==> src/rtl/uart_tx_fifo.sv <==
// uart_tx_fifo
// 8N1 UART transmitter with a byte FIFO in front of it. Bytes are written over
// a valid/ready handshake, buffered in a circular buffer, and then sent out
// LSB first as 1 start bit, 8 data bits and 1 stop bit. Each bit lasts
// CLKS_PER_BIT clocks. Frames go out back to back while the FIFO has data.
//
// Parameters
//   CLKS_PER_BIT : clocks per serial bit (>= 2)
//   FIFO_DEPTH   : number of byte entries (power of 2, >= 2)
//
// Ports
//   clock       : sole clock, rising edge
//   reset       : synchronous, active-high reset
//   in_data     : byte to transmit
//   in_valid    : in_data is valid this cycle
//   in_ready    : FIFO can accept a byte (not full)
//   tx          : registered serial output, idles high
//   busy        : frame in progress or FIFO non-empty
//   fifo_level  : number of bytes currently buffered
module uart_tx_fifo #(
    parameter int CLKS_PER_BIT = 434,
    parameter int FIFO_DEPTH   = 16
) (
    input  logic                               clock,
    input  logic                               reset,
    input  logic [7:0]                         in_data,
    input  logic                               in_valid,
    output logic                               in_ready,
    output logic                               tx,
    output logic                               busy,
    output logic [$clog2(FIFO_DEPTH+1)-1:0]    fifo_level
);

    localparam int AW = $clog2(FIFO_DEPTH);
    localparam int PW = AW + 1;
    localparam int LW = $clog2(FIFO_DEPTH + 1);
    localparam int BW = (CLKS_PER_BIT > 1) ? $clog2(CLKS_PER_BIT) : 1;
    localparam logic [BW-1:0] BAUD_LAST = BW'(CLKS_PER_BIT - 1);

    localparam logic [1:0] IDLE  = 2'd0;
    localparam logic [1:0] START = 2'd1;
    localparam logic [1:0] DATA  = 2'd2;
    localparam logic [1:0] STOP  = 2'd3;

    // ------------------------------------------------------------------
    // FIFO storage and pointers. Pointers carry one extra MSB so that
    // full and empty can be told apart when the address bits match.
    // ------------------------------------------------------------------
    logic [7:0]    mem [0:FIFO_DEPTH-1];
    logic [PW-1:0] wr_ptr_reg, wr_ptr_next;
    logic [PW-1:0] rd_ptr_reg, rd_ptr_next;
    logic          full;
    logic          empty;
    logic          push;
    logic          pop;

    assign empty = (wr_ptr_reg == rd_ptr_reg);
    assign full  = (wr_ptr_reg[AW] != rd_ptr_reg[AW]) &&
                   (wr_ptr_reg[AW-1:0] == rd_ptr_reg[AW-1:0]);

    // Ready depends on the pointers only, so a pop in the same cycle never
    // frees a slot for a push in that cycle.
    assign in_ready = !full;
    assign push     = in_valid && !full;

    assign wr_ptr_next = push ? (wr_ptr_reg + PW'(1)) : wr_ptr_reg;
    assign rd_ptr_next = pop  ? (rd_ptr_reg + PW'(1)) : rd_ptr_reg;

    assign fifo_level = LW'(wr_ptr_reg - rd_ptr_reg);

    always_ff @(posedge clock) begin
        if (push) begin
            mem[wr_ptr_reg[AW-1:0]] <= in_data;
        end
    end

    // ------------------------------------------------------------------
    // Transmit FSM
    // ------------------------------------------------------------------
    logic [1:0]    state_reg, state_next;
    logic [BW-1:0] baud_cnt_reg, baud_cnt_next;
    logic [2:0]    bit_cnt_reg, bit_cnt_next;
    logic [7:0]    shift_reg;
    logic          shift_en;
    logic          baud_done;
    logic          tx_reg, tx_next;

    assign baud_done = (baud_cnt_reg == BAUD_LAST);

    always_comb begin
        state_next    = state_reg;
        baud_cnt_next = baud_cnt_reg;
        bit_cnt_next  = bit_cnt_reg;
        pop           = 1'b0;
        shift_en      = 1'b0;
        case (state_reg)
            IDLE: begin
                if (!empty) begin
                    pop           = 1'b1;
                    baud_cnt_next = '0;
                    bit_cnt_next  = '0;
                    state_next    = START;
                end
            end
            START: begin
                if (baud_done) begin
                    baud_cnt_next = '0;
                    state_next    = DATA;
                end else begin
                    baud_cnt_next = baud_cnt_reg + BW'(1);
                end
            end
            DATA: begin
                if (baud_done) begin
                    baud_cnt_next = '0;
                    shift_en      = 1'b1;
                    bit_cnt_next  = bit_cnt_reg + 3'd1;
                    if (bit_cnt_reg == 3'd7) begin
                        state_next = STOP;
                    end
                end else begin
                    baud_cnt_next = baud_cnt_reg + BW'(1);
                end
            end
            STOP: begin
                if (baud_done) begin
                    baud_cnt_next = '0;
                    // Chain straight into the next start bit when data is
                    // already waiting, so frames stay contiguous.
                    if (!empty) begin
                        pop          = 1'b1;
                        bit_cnt_next = '0;
                        state_next   = START;
                    end else begin
                        state_next = IDLE;
                    end
                end else begin
                    baud_cnt_next = baud_cnt_reg + BW'(1);
                end
            end
            default: begin
                state_next = IDLE;
            end
        endcase
    end

    // The line level follows the current state, so tx trails the state
    // register by one clock (e.g. START entered at edge k+1, tx low at k+2).
    always_comb begin
        case (state_reg)
            START:   tx_next = 1'b0;
            DATA:    tx_next = shift_reg[0];
            default: tx_next = 1'b1;
        endcase
    end

    always_ff @(posedge clock) begin
        if (reset) begin
            state_reg    <= IDLE;
            baud_cnt_reg <= '0;
            bit_cnt_reg  <= '0;
            wr_ptr_reg   <= '0;
            rd_ptr_reg   <= '0;
            tx_reg       <= 1'b1;
        end else begin
            state_reg    <= state_next;
            baud_cnt_reg <= baud_cnt_next;
            bit_cnt_reg  <= bit_cnt_next;
            wr_ptr_reg   <= wr_ptr_next;
            rd_ptr_reg   <= rd_ptr_next;
            tx_reg       <= tx_next;
        end
    end

    // Registered read of the FIFO head straight into the shift register.
    always_ff @(posedge clock) begin
        if (pop) begin
            shift_reg <= mem[rd_ptr_reg[AW-1:0]];
        end else if (shift_en) begin
            shift_reg <= {1'b0, shift_reg[7:1]};
        end
    end

    assign tx   = tx_reg;
    assign busy = (state_reg != IDLE) || (fifo_level != '0);

endmodule

==> config.mk <==
export PLATFORM = sky130hd
export DESIGN_NAME = uart_tx_fifo
export DESIGN_NICKNAME = d
export VERILOG_FILES = /design/src/rtl/uart_tx_fifo.sv
export SDC_FILE = /design/constraint.sdc
export NUM_CORES = 1
export LEC_CHECK = 0
export BUFFER_PORTS_ARGS = -buffer_cell sky130_fd_sc_hd__buf_2
export CAP_MARGIN = 25
export CORE_UTILIZATION = 62
export CTS_CLUSTER_DIAMETER = 120
export CTS_CLUSTER_SIZE = 30
export DETAILED_ROUTE_END_ITERATION = 7
export PLACE_DENSITY = 0.79
export SYNTH_ARGS = -nofsm -noshare
export SYNTH_HDL_FRONTEND = slang
export SYNTH_SLANG_ARGS = --single-unit
export TNS_END_PERCENT = 5
==> constraint.sdc <==
create_clock -name clock -period 3.3 [get_ports clock]
set_input_delay 0 -clock clock [delete_from_list [all_inputs] [get_ports clock]]
set_output_delay 0 -clock clock [all_outputs]
set_load 0.02 [all_outputs]
==> impl_metrics.json <==
{
  "wl_per_cell_um": 21.18,
  "synth_top_area_share": 0.5853,
  "die_y_um": 108.1,
  "cts_repair_resize_count": 0,
  "num-nets-final": 525,
  "final_common_cell": "edfxtp_1",
  "synth.ff_latch_count": 165,
  "vias_per_cell": 6.117,
  "fillCellCount": 670,
  "grtUsageMet3": 0.05726,
  "numCtsBuffers": 17,
  "grt_pass1_vias": 3984,
  "ys_top_cells_by_area": "edfxtp_1 (59%), mux4_2 (8.4%), dfxtp_1 (8.3%), ha_1 (3.4%), mux2i_1 (3.2%)",
  "max_freq_mhz": 362.5,
  "peakVddDrop_v": 0.0004738,
  "grt_pass1_wl_um": 21610,
  "powerDensity_nw_per_um2": 697.0,
  "fin_crit_sh": 0.8360,
  "die_w_um": 108.1,
  "placed_area_um2": 7248,
  "setup_viol": 0,
  "vias": 3958,
  "hp-class": "in -> reg",
  "n_antenna_cell": 0,
  "fin_tns_setup_ns": 0,
  "cts_hold_buffers": 10,
  "port_buffers": 18,
  "largest_reg_flops": 128,
  "h-tree-depth": 4,
  "area_delta_synth_final_pct": 13.11,
  "clock_path_buffers": 2,
  "relSlewSlack": 0.4189,
  "antenna_left": 0,
  "top_usage_layer": "met2",
  "grt_setup_unrepaired": "no",
  "worstMarginPinSlew_ns": 0.8685,
  "yosysUniqueCellTypes": 43,
  "initial_core_util": 0.6409,
  "finalPower_mw": 5.502,
  "synth_area_leader_cell": "edfxtp_1",
  "drv_cap": 0,
  "p_leak_nw": 2.680,
  "post_cts_buffers": 0,
  "grt_use_met1": 0.3477,
  "syn_inst": 451,
  "dp_hpwl_um": 8593,
  "startpoint_type": "flop",
  "required_ns": 3.30,
  "hold_slack_ns": 0.4233,
  "grt_overflow": 0,
  "clock_tree.root_cell": "clkbuf_8",
  "cts_tree": "yes",
  "final-hold-violation-count": 0,
  "grtUsageTotal": 0.2619,
  "async_flop_share": 0,
  "worstSetupEndpointType": "output pin",
  "status": "complete, no violations",
  "placementRows": 38,
  "crit_type": "reg -> out",
  "synth_area_um2": 6978,
  "dr.pass1.iters": 5,
  "cp_max_fo": 5,
  "synth-main-ff-cell": "edfxtp_1",
  "drc": 0,
  "drt_iter0_markers": 292,
  "clk_pin_slew_ns": 0.07,
  "grt_util_met2": 0.4363,
  "final_cell_area_um2": 7893,
  "synth_edf_count": 136,
  "core_um2": 10890,
  "grt_max_degree": 31,
  "finalWirelength_um": 13700,
  "synth-warning-count": 0,
  "slew_viol_final": 0,
  "cts_sinks": 165,
  "most-common-layout-cells": "edfxtp_1 (136), nor2_1 (47), a21oi_1 (29)",
  "syn_nets": 482,
  "synth.avg_cell_area_um2": 15.47,
  "finalClockSkew_ns": 0.006785,
  "critical_path_arrival_ns": 2.76,
  "dieArea_um2": 11680,
  "ios": 19,
  "gp_congestion": 0.8316,
  "layout-drive-gt1-share": 0.2032,
  "grt_antenna_before_repair": 0,
  "synth.yosys.seq_area_share": 0.6685,
  "insertion_delay_ns": 0.52,
  "min_period_ns": 2.759
}
## logic make-up (layout without fill, tap and decap cells)
family,Yosys count,count (layout),share of synthesized area
AO/OA/AOI/OAI,62,62,0.05792
multiplexers,53,53,0.1235
adder cells (fa/ha/maj),20,20,0.03694
flip-flops,165,165,0.6685
buffers and inverters,34,90,0.02421
XOR/XNOR,9,9,0.01130
AND/OR/NAND/NOR,108,108,0.07764
## metrics by stage
step / utilization / std cells / worst slack (ns)
finish: 0.7249 / 647 / 0.5411
detailed placement: 0.6657 / 605 / 0.5701
global route: 0.7249 / 647 / 0.3643
global placement: 0.6657 / 605 / 0.7428
CTS: 0.7249 / 647 / 0.5206
floorplan: - / 451 / 0.8063
## cell usage after synthesis (6+ instances only)
| cell type | number |
|---|---|
| a21oi_1 | 29 |
| a221oi_1 | 7 |
| buf_2 | 6 |
| clkbuf_1 | 8 |
| dfxtp_1 | 29 |
| edfxtp_1 | 136 |
| ha_1 | 19 |
| inv_1 | 14 |
| mux2i_1 | 22 |
| mux4_2 | 26 |
| nand2_1 | 15 |
| nor2_1 | 47 |
| nor2b_1 | 9 |
| nor3_1 | 6 |
| o21ai_0 | 8 |
| xnor2_1 | 6 |
## worst max-delay path: stages, from the launching register on
cell and delay [ns]:
dfxtp_1 0.42, inv_1 0.11, ha_1 0.24, fa_1 0.41, inv_1 0.08, a21o_1 0.12, a21oi_1 0.08, xnor2_1 0.14
or4_1 0.48, buf_2 0.17
## where the power goes
part | internal [mW] | total, mW | switching (mW) | leakage, nW
Combinational | 0.481 | 1.21 | 0.731 | 0.940
Clock | 1.01 | 1.80 | 0.799 | 0.273
Sequential | 2.41 | 2.49 | 0.0723 | 1.47
Total | 3.90 | 5.50 | 1.60 | 2.68
## layer usage
layer / share of wire / up-vias
li1: - / 1820
met1: 0.42 / 2004
met2: 0.51 / 112
met3: 0.049 / 22
met4: 0.014 / 0
met5: 0 / -
## area by class of cell
type                            instances  area (um2)  share of cell area
Timing Repair Buffer                   44       310.3             0.03932
Clock buffer                           17       414.1             0.05247
Multi-Input combinational cell        252        2145              0.2717
Tap cell                              140       175.2             0.02219
Sequential cell                       165        4666              0.5912
Clock inverter                         15       130.1             0.01649
Inverter                               14       52.55            0.006658
## final timing paths
check / slack, ns / depth (start not counted) / end / start
worst min-delay path: 0.42 / 2 / mem[4][6]$_DFFE_PP_ / in_data[6]
worst min register to register: 0.47 / 2 / bit_cnt_reg[1]$_SDFFE_PP0P_ / bit_cnt_reg[1]$_SDFFE_PP0P_
worst max register to register: 0.56 / 5 / mem[11][3]$_DFFE_PP_ / wr_ptr_reg[2]$_SDFFE_PP0P_
worst max-delay path: 0.54 / 9 / busy / wr_ptr_reg[0]$_SDFFE_PP0P_
Note: power is estimated with default switching activity, not from simulation.
